`config.mk`:
```
export PLATFORM = sky130hd
export DESIGN_NAME = countdown_timer_bcd
export DESIGN_NICKNAME = d
export VERILOG_FILES = /design/src/rtl/microondas_pkg.sv /design/src/rtl/countdown_timer_bcd_digit.sv /design/src/rtl/countdown_timer_bcd.sv
export SDC_FILE = /design/constraint.sdc
export NUM_CORES = 1
export LEC_CHECK = 0
export BUFFER_PORTS_ARGS = -buffer_cell sky130_fd_sc_hd__buf_2
export CORE_MARGIN = 2
export CORE_UTILIZATION = 30
export CTS_BUF_LIST = sky130_fd_sc_hd__clkbuf_4
export CTS_CLUSTER_DIAMETER = 40
export CTS_CLUSTER_SIZE = 10
export DETAILED_ROUTE_END_ITERATION = 8
export SLEW_MARGIN = 20
export SYNTH_ARGS = -nofsm -noshare
export SYNTH_HDL_FRONTEND = slang
export SYNTH_SLANG_ARGS = --single-unit
```
`constraint.sdc`:
```
create_clock -name clock -period 2.6 [get_ports clock]
set_clock_uncertainty 0.05 [all_clocks]
set_input_delay 0.52 -clock clock [delete_from_list [all_inputs] [get_ports clock]]
set_output_delay 0.52 -clock clock [all_outputs]
set_load 0.005 [all_outputs]
```
`src/rtl/microondas_pkg.sv`:
```
// rtl/microondas_pkg.sv - shared types, constants and helpers for the microwave timer
// Purpose: BCD digit width and limits, the packed MM:SS type, digit saturation helper.
// Ports: none (package).
package microondas_pkg;

  localparam int BCD_W = 4;
  localparam logic [BCD_W-1:0] DIGIT_MAX    = 4'd9;
  localparam logic [BCD_W-1:0] SEC_TENS_MAX = 4'd5;

  // {min_tens, min_ones, sec_tens, sec_ones}
  typedef logic [4*BCD_W-1:0] mmss_t;

  // Clamp a raw nibble to the largest legal value for its digit position.
  function automatic logic [BCD_W-1:0] sat_digit(input logic [BCD_W-1:0] d,
                                                 input logic [BCD_W-1:0] max_val);
    return (d > max_val) ? max_val : d;
  endfunction

endpackage

```
`src/rtl/countdown_timer_bcd_digit.sv`:
```
// rtl/countdown_timer_bcd_digit.sv - one BCD digit of the countdown with borrow out
// Purpose: registered BCD digit that loads or decrements; wraps 0 -> max_val.
// Ports:
//   clock, resetn      clock and asynchronous active-low reset
//   load, load_digit   synchronous load (takes priority over dec)
//   dec                decrement request for this cycle
//   max_val            value the digit wraps to on borrow
//   digit              registered digit value
//   borrow_out         combinational: dec requested while digit is 0
module bcd_digit_down
  import microondas_pkg::*;
(
  input  logic             clock,
  input  logic             resetn,
  input  logic             load,
  input  logic [BCD_W-1:0] load_digit,
  input  logic             dec,
  input  logic [BCD_W-1:0] max_val,
  output logic [BCD_W-1:0] digit,
  output logic             borrow_out
);

  assign borrow_out = dec && (digit == '0);

  always_ff @(posedge clock or negedge resetn) begin
    if (!resetn) begin
      digit <= '0;
    end else if (load) begin
      digit <= load_digit;
    end else if (dec) begin
      digit <= (digit == '0) ? max_val : digit - 4'd1;
    end
  end

endmodule

```
`src/rtl/countdown_timer_bcd.sv`:
```
// rtl/countdown_timer_bcd.sv - MM:SS BCD cooking-time countdown driven by mag_on
// Purpose: counts the loaded MM:SS time down once per second while mag_on is high;
//   timer_done flags 00:00 back to the magnetron control.
// Optional: define TIMER_ADD30_EN to add the add30 pulse input (+30 s, saturating at 99:59).
// Ports:
//   clock, resetn        clock and asynchronous active-low reset
//   clearn               synchronous active-low clear to 00:00
//   load, load_value     one-cycle capture of a BCD MM:SS value (sanitised)
//   mag_on               count enable
//   add30                (TIMER_ADD30_EN only) add 30 seconds
//   min_tens..sec_ones   current BCD digits
//   timer_done           registered, high exactly at 00:00
module countdown_timer_bcd
  import microondas_pkg::*;
#(
  parameter int CLK_PER_SEC = 100
) (
  input  logic             clock,
  input  logic             resetn,
  input  logic             clearn,
  input  logic             load,
  input  logic [15:0]      load_value,
  input  logic             mag_on,
`ifdef TIMER_ADD30_EN
  input  logic             add30,
`endif
  output logic [BCD_W-1:0] min_tens,
  output logic [BCD_W-1:0] min_ones,
  output logic [BCD_W-1:0] sec_tens,
  output logic [BCD_W-1:0] sec_ones,
  output logic             timer_done
);

  localparam int PRESC_W = $clog2(CLK_PER_SEC);
  localparam logic [PRESC_W-1:0] PRESC_LAST = PRESC_W'(CLK_PER_SEC - 1);

  logic [PRESC_W-1:0] presc;
  logic               cnt_en;
  logic               tick;
  mmss_t              cur;
  mmss_t              sanitised;
  mmss_t              ld_val;
  logic               ld;
  logic               dec;
  logic               done_next;
  logic               b_so, b_st, b_mo, b_mt;

  assign cur    = {min_tens, min_ones, sec_tens, sec_ones};
  // Stopped at 00:00 the prescaler freezes, so ticks at 00:00 never happen.
  assign cnt_en = mag_on && !timer_done;
  assign tick   = cnt_en && (presc == PRESC_LAST);

  assign sanitised = {sat_digit(load_value[15:12], DIGIT_MAX),
                      sat_digit(load_value[11:8],  DIGIT_MAX),
                      sat_digit(load_value[7:4],   SEC_TENS_MAX),
                      sat_digit(load_value[3:0],   DIGIT_MAX)};

`ifdef TIMER_ADD30_EN
  mmss_t add30_val;
  // +30 s only touches sec_tens and carries into the minutes; sec_ones is unchanged.
  always_comb begin
    logic [BCD_W-1:0] st, mo, mt;
    logic             c_st, c_mo;
    add30_val = cur;
    st   = sec_tens + 4'd3;
    c_st = (st >= 4'd6);
    if (c_st) st = st - 4'd6;
    mo   = min_ones + {3'b0, c_st};
    c_mo = (mo == 4'd10);
    if (c_mo) mo = 4'd0;
    mt   = min_tens + {3'b0, c_mo};
    if (mt == 4'd10) begin
      add30_val = {DIGIT_MAX, DIGIT_MAX, SEC_TENS_MAX, DIGIT_MAX};
    end else begin
      add30_val = {mt, mo, st, sec_ones};
    end
  end
`endif

  // Priority mux: clear > load > add30 > tick > hold. Clear is a load of zero.
  always_comb begin
    ld        = 1'b0;
    ld_val    = cur;
    dec       = 1'b0;
    done_next = timer_done;
    if (!clearn) begin
      ld        = 1'b1;
      ld_val    = '0;
      done_next = 1'b1;
    end else if (load) begin
      ld        = 1'b1;
      ld_val    = sanitised;
      done_next = (sanitised == '0);
`ifdef TIMER_ADD30_EN
    end else if (add30) begin
      ld        = 1'b1;
      ld_val    = add30_val;
      done_next = (add30_val == '0);
`endif
    end else if (tick) begin
      dec       = 1'b1;
      done_next = (cur == 16'h0001);
    end
  end

  always_ff @(posedge clock or negedge resetn) begin
    if (!resetn) begin
      presc      <= '0;
      timer_done <= 1'b1;
    end else begin
      timer_done <= done_next;
      if (!clearn || load) begin
        presc <= '0;
      end else if (cnt_en) begin
        presc <= (presc == PRESC_LAST) ? '0 : presc + PRESC_W'(1);
      end
    end
  end

  bcd_digit_down u_sec_ones (
    .clock(clock), .resetn(resetn), .load(ld), .load_digit(ld_val[3:0]),
    .dec(dec), .max_val(DIGIT_MAX), .digit(sec_ones), .borrow_out(b_so)
  );

  bcd_digit_down u_sec_tens (
    .clock(clock), .resetn(resetn), .load(ld), .load_digit(ld_val[7:4]),
    .dec(b_so), .max_val(SEC_TENS_MAX), .digit(sec_tens), .borrow_out(b_st)
  );

  bcd_digit_down u_min_ones (
    .clock(clock), .resetn(resetn), .load(ld), .load_digit(ld_val[11:8]),
    .dec(b_st), .max_val(DIGIT_MAX), .digit(min_ones), .borrow_out(b_mo)
  );

  // Its borrow never fires: ticks stop once the count reaches 00:00.
  bcd_digit_down u_min_tens (
    .clock(clock), .resetn(resetn), .load(ld), .load_digit(ld_val[15:12]),
    .dec(b_mo), .max_val(DIGIT_MAX), .digit(min_tens), .borrow_out(b_mt)
  );

  logic unused_ok;
  assign unused_ok = b_mt;

endmodule

```
==> impl_metrics.csv <==
group,metric,value,unit
worst_setup_path,crit_cells,4,
clock_network,cts_setup_buffers,0,
logic_synthesis,ys_types,47,
grt,grt_start_max_net_pins,25,
worst_setup_path,path_delay_family,"simple AND/OR/NAND/NOR gates",
grt,grt_pass1_vias,1529,
place,gp_congestion,0.8561,
clock_network,path_clk_slew,140,ps
worst_setup_path,r2r_setup_slack,410,ps
timing,fin_crit,2192,ps
timing,relSlewSlack,0.6311,
timing,rsz0062_at_grt,"no",
place,dp_hpwl,3.424,mm
timing,hold_viol,0,
finish,final_layout_size_suffix_gt1_frac,0.2500,
place,dp_slack,324.9,ps
routing,routed_wl,4.545,mm
logic_synthesis,syn-instance-count,180,
run,maxCapViolations,0,
place,portBuffers,37,
worst_setup_path,startpoint_type,"flop",
clock_network,cts-root-buf,"clkbuf_4",
finish,area_delta_synth_final,19.15,%
logic_synthesis,yosys_warnings,0,
routing,drt_iter0_drc,114,
grt,grt_pass1_wl,7.603,mm
grt,grt_use_total,0.1616,
worst_setup_path,slowest_stage,"or3b_1",
clock_network,cts.sinks,24,
finish,diodes,0,
timing,worst_slack,407.7,ps
timing,drv_slew,0,
worst_setup_path,ff2ff_path_depth,4,
worst_setup_path,arrival,2390,ps
finish,instances_no_fill,286,
worst_setup_path,critPathMaxFanout,14,
worst_setup_path,path_buf_inv,0,
floorplan,core_area,0.005107,mm2
timing,fin_crit_sh,0.8432,
logic_synthesis,async_flop_share,1.000,
clock_network,clk-insertion-delay-late,320,ps
worst_setup_path,cp-startpoint,"presc[3]",
worst_setup_path,slowest_delay,520,ps
power,p_leak,0.7856,nW
clock_network,cts_buffers,3,
power,powerDensity,447.7,mW/mm2
finish,final_common_cell,"buf_2",
clock_network,tritoncts,"built",
clock_network,htreeDepth,1,
floorplan,rows,26,
routing,num_vias,1624,
floorplan,initial_core_util,0.3097,
finish,fin_area,0.001884,mm2
finish,mostFrequentLayoutCells,"buf_2, dfrtp_1, nor2_1, nand2_1, nand3_1",
timing,max_clock_freq,0.4561,GHz
worst_setup_path,path_cells,"or3b_1, or3_4, or4_1, a31oi_1",
grt,grt_overflow,0,
worst_setup_path,worstReg2RegEnd,"u_sec_ones.digit[3]",
routing,drc,0,
run_status,status,"completed",
clock_network,post_cts_resized,0,
power,irDropWorstVdd,0.2574,mV
finish,final_nets,239,
worst_setup_path,critical_path_class,"reg -> reg",
routing,avgViaCountPerCell,5.678,
logic_synthesis,synth_fp_nets,202,
logic_synthesis,ys.flop_type,"dfrtp_1",
clock_network,postCtsHoldBufs,0,
logic_synthesis,synth_area,0.001582,mm2
routing,first_pass_iters,4,
floorplan,die_x,76.61,um
worst_setup_path,cp.required,2800,ps
place,dp_cells,282,
logic_synthesis,ys_ff_latch,24,
floorplan,die-area,0.005868,mm2
logic_synthesis,ys_seq_area_frac,0.3805,
floorplan,io-pin-count,38,
worst_setup_path,timing.rr.start,"presc[3]",
floorplan,die_y,76.61,um
grt,antenna_found_initial,0,
timing,worstMarginPinSlew,553.4,ps
timing,setup_tns,0,ps
timing,finalSetupViolCount,0,
routing,wl_per_cell,15.89,um
hold_path,hold_path_class,"in -> async",
routing,postRouteAntennaNets,0,
worst_setup_path,crit_path_end_kind,"flop",
logic_synthesis,avgSynthCellArea,8.786,um2
clock_network,clk_path_buf_depth,2,
place,place_area,0.001832,mm2
logic_synthesis,synth_edf_count,0,
worst_setup_path,worstSetupEndpoint,"u_sec_ones.digit[3]",
-- per-stage QoR --
step	utilization	total power, mW	hold WS [ps]
floorplan	-	0.4990	174.4
global placement	0.3586	0.5717	478.0
detailed placement	0.3586	0.5716	473.1
CTS	0.3689	0.8491	125.3
global route	0.3689	0.8930	115.5
finish	0.3689	0.8436	111.4
-- routing by layer --
layer	vias to the layer above	part of all wire	global-route usage
li1	773	-	-
met5	-	0	0
met3	2	0.074	0.03791
met2	64	0.45	0.2469
met1	785	0.47	0.2342
met4	0	0.0035	0.02909
-- logic make-up after synthesis --
group,count (synthesis),synth area share
DFF,24,0.3805
muxes,1,0.006329
AOI/OAI and AO/OA,51,0.2318
adders and majority gates,1,0.007910
and+or+nand+nor,87,0.3101
buffers and inverters,11,0.03560
xor gates and xnor gates,5,0.02769
-- how the worst min path moves through the flow --
stage | endpoint | cells past startpoint | slack, ps | startpoint
2_1_floorplan | presc[0] | 0 | 170 | resetn
3_3_place_gp | presc[6] | 1 | 480 | presc[6]
3_5_place_dp | presc[6] | 1 | 470 | presc[6]
4_1_cts | presc[1] | 1 | 130 | resetn
5_1_grt | presc[1] | 1 | 120 | resetn
6_report | presc[2] | 1 | 110 | resetn
-- synthesized netlist by cell type, drive strengths merged, types with 2 or more instances --
| cell | instances | area share |
|---|---|---|
| nand2 | 11 | 0.026 |
| nor3 | 8 | 0.025 |
| inv | 3 | 0.0071 |
| a21oi | 7 | 0.022 |
| buf | 2 | 0.014 |
| or3b | 2 | 0.011 |
| or3 | 6 | 0.028 |
| o21ai | 7 | 0.022 |
| nor4 | 4 | 0.025 |
| xnor2 | 4 | 0.022 |
| dfrtp | 23 | 0.36 |
| nor2b | 6 | 0.024 |
| nand2b | 2 | 0.0079 |
| o31ai | 9 | 0.043 |
| nand4 | 6 | 0.024 |
| a31oi | 6 | 0.024 |
| a311oi | 4 | 0.022 |
| nor2 | 17 | 0.040 |
| or2 | 4 | 0.016 |
| nand3b | 2 | 0.0095 |
| o21a | 3 | 0.014 |
| o41ai | 2 | 0.011 |
| or4 | 5 | 0.024 |
| o311ai | 2 | 0.011 |
| clkbuf | 6 | 0.014 |
| nand3 | 10 | 0.032 |
| and3 | 2 | 0.0079 |
-- registers in the layout, summed over array words and instances, names as in the netlist --
| signal | flops |
|---|---|
| u_sec_ones.digit | 4 |
| presc | 7 |
| u_min_ones.digit | 4 |
| timer_done | 1 |
| u_sec_tens.digit | 4 |
| u_min_tens.digit | 4 |
-- power breakdown --
part | switching (mW) | internal, mW
combinational | 0.0901 | 0.0617
sequential | 0.0236 | 0.390
clock | 0.123 | 0.156
-- final cells by class --
| class | count | area [um2] |
|---|---|---|
| Clock buffer | 3 | 22.52 |
| Clock inverter | 1 | 30.03 |
| Fill cell | 546 | 3223 |
| Inverter | 3 | 11.26 |
| Multi-Input combinational cell | 145 | 923.4 |
| Sequential cell | 24 | 601.8 |
| Tap cell | 70 | 87.58 |
| Timing Repair Buffer | 40 | 207.7 |
(Power assumes the default switching activity.)
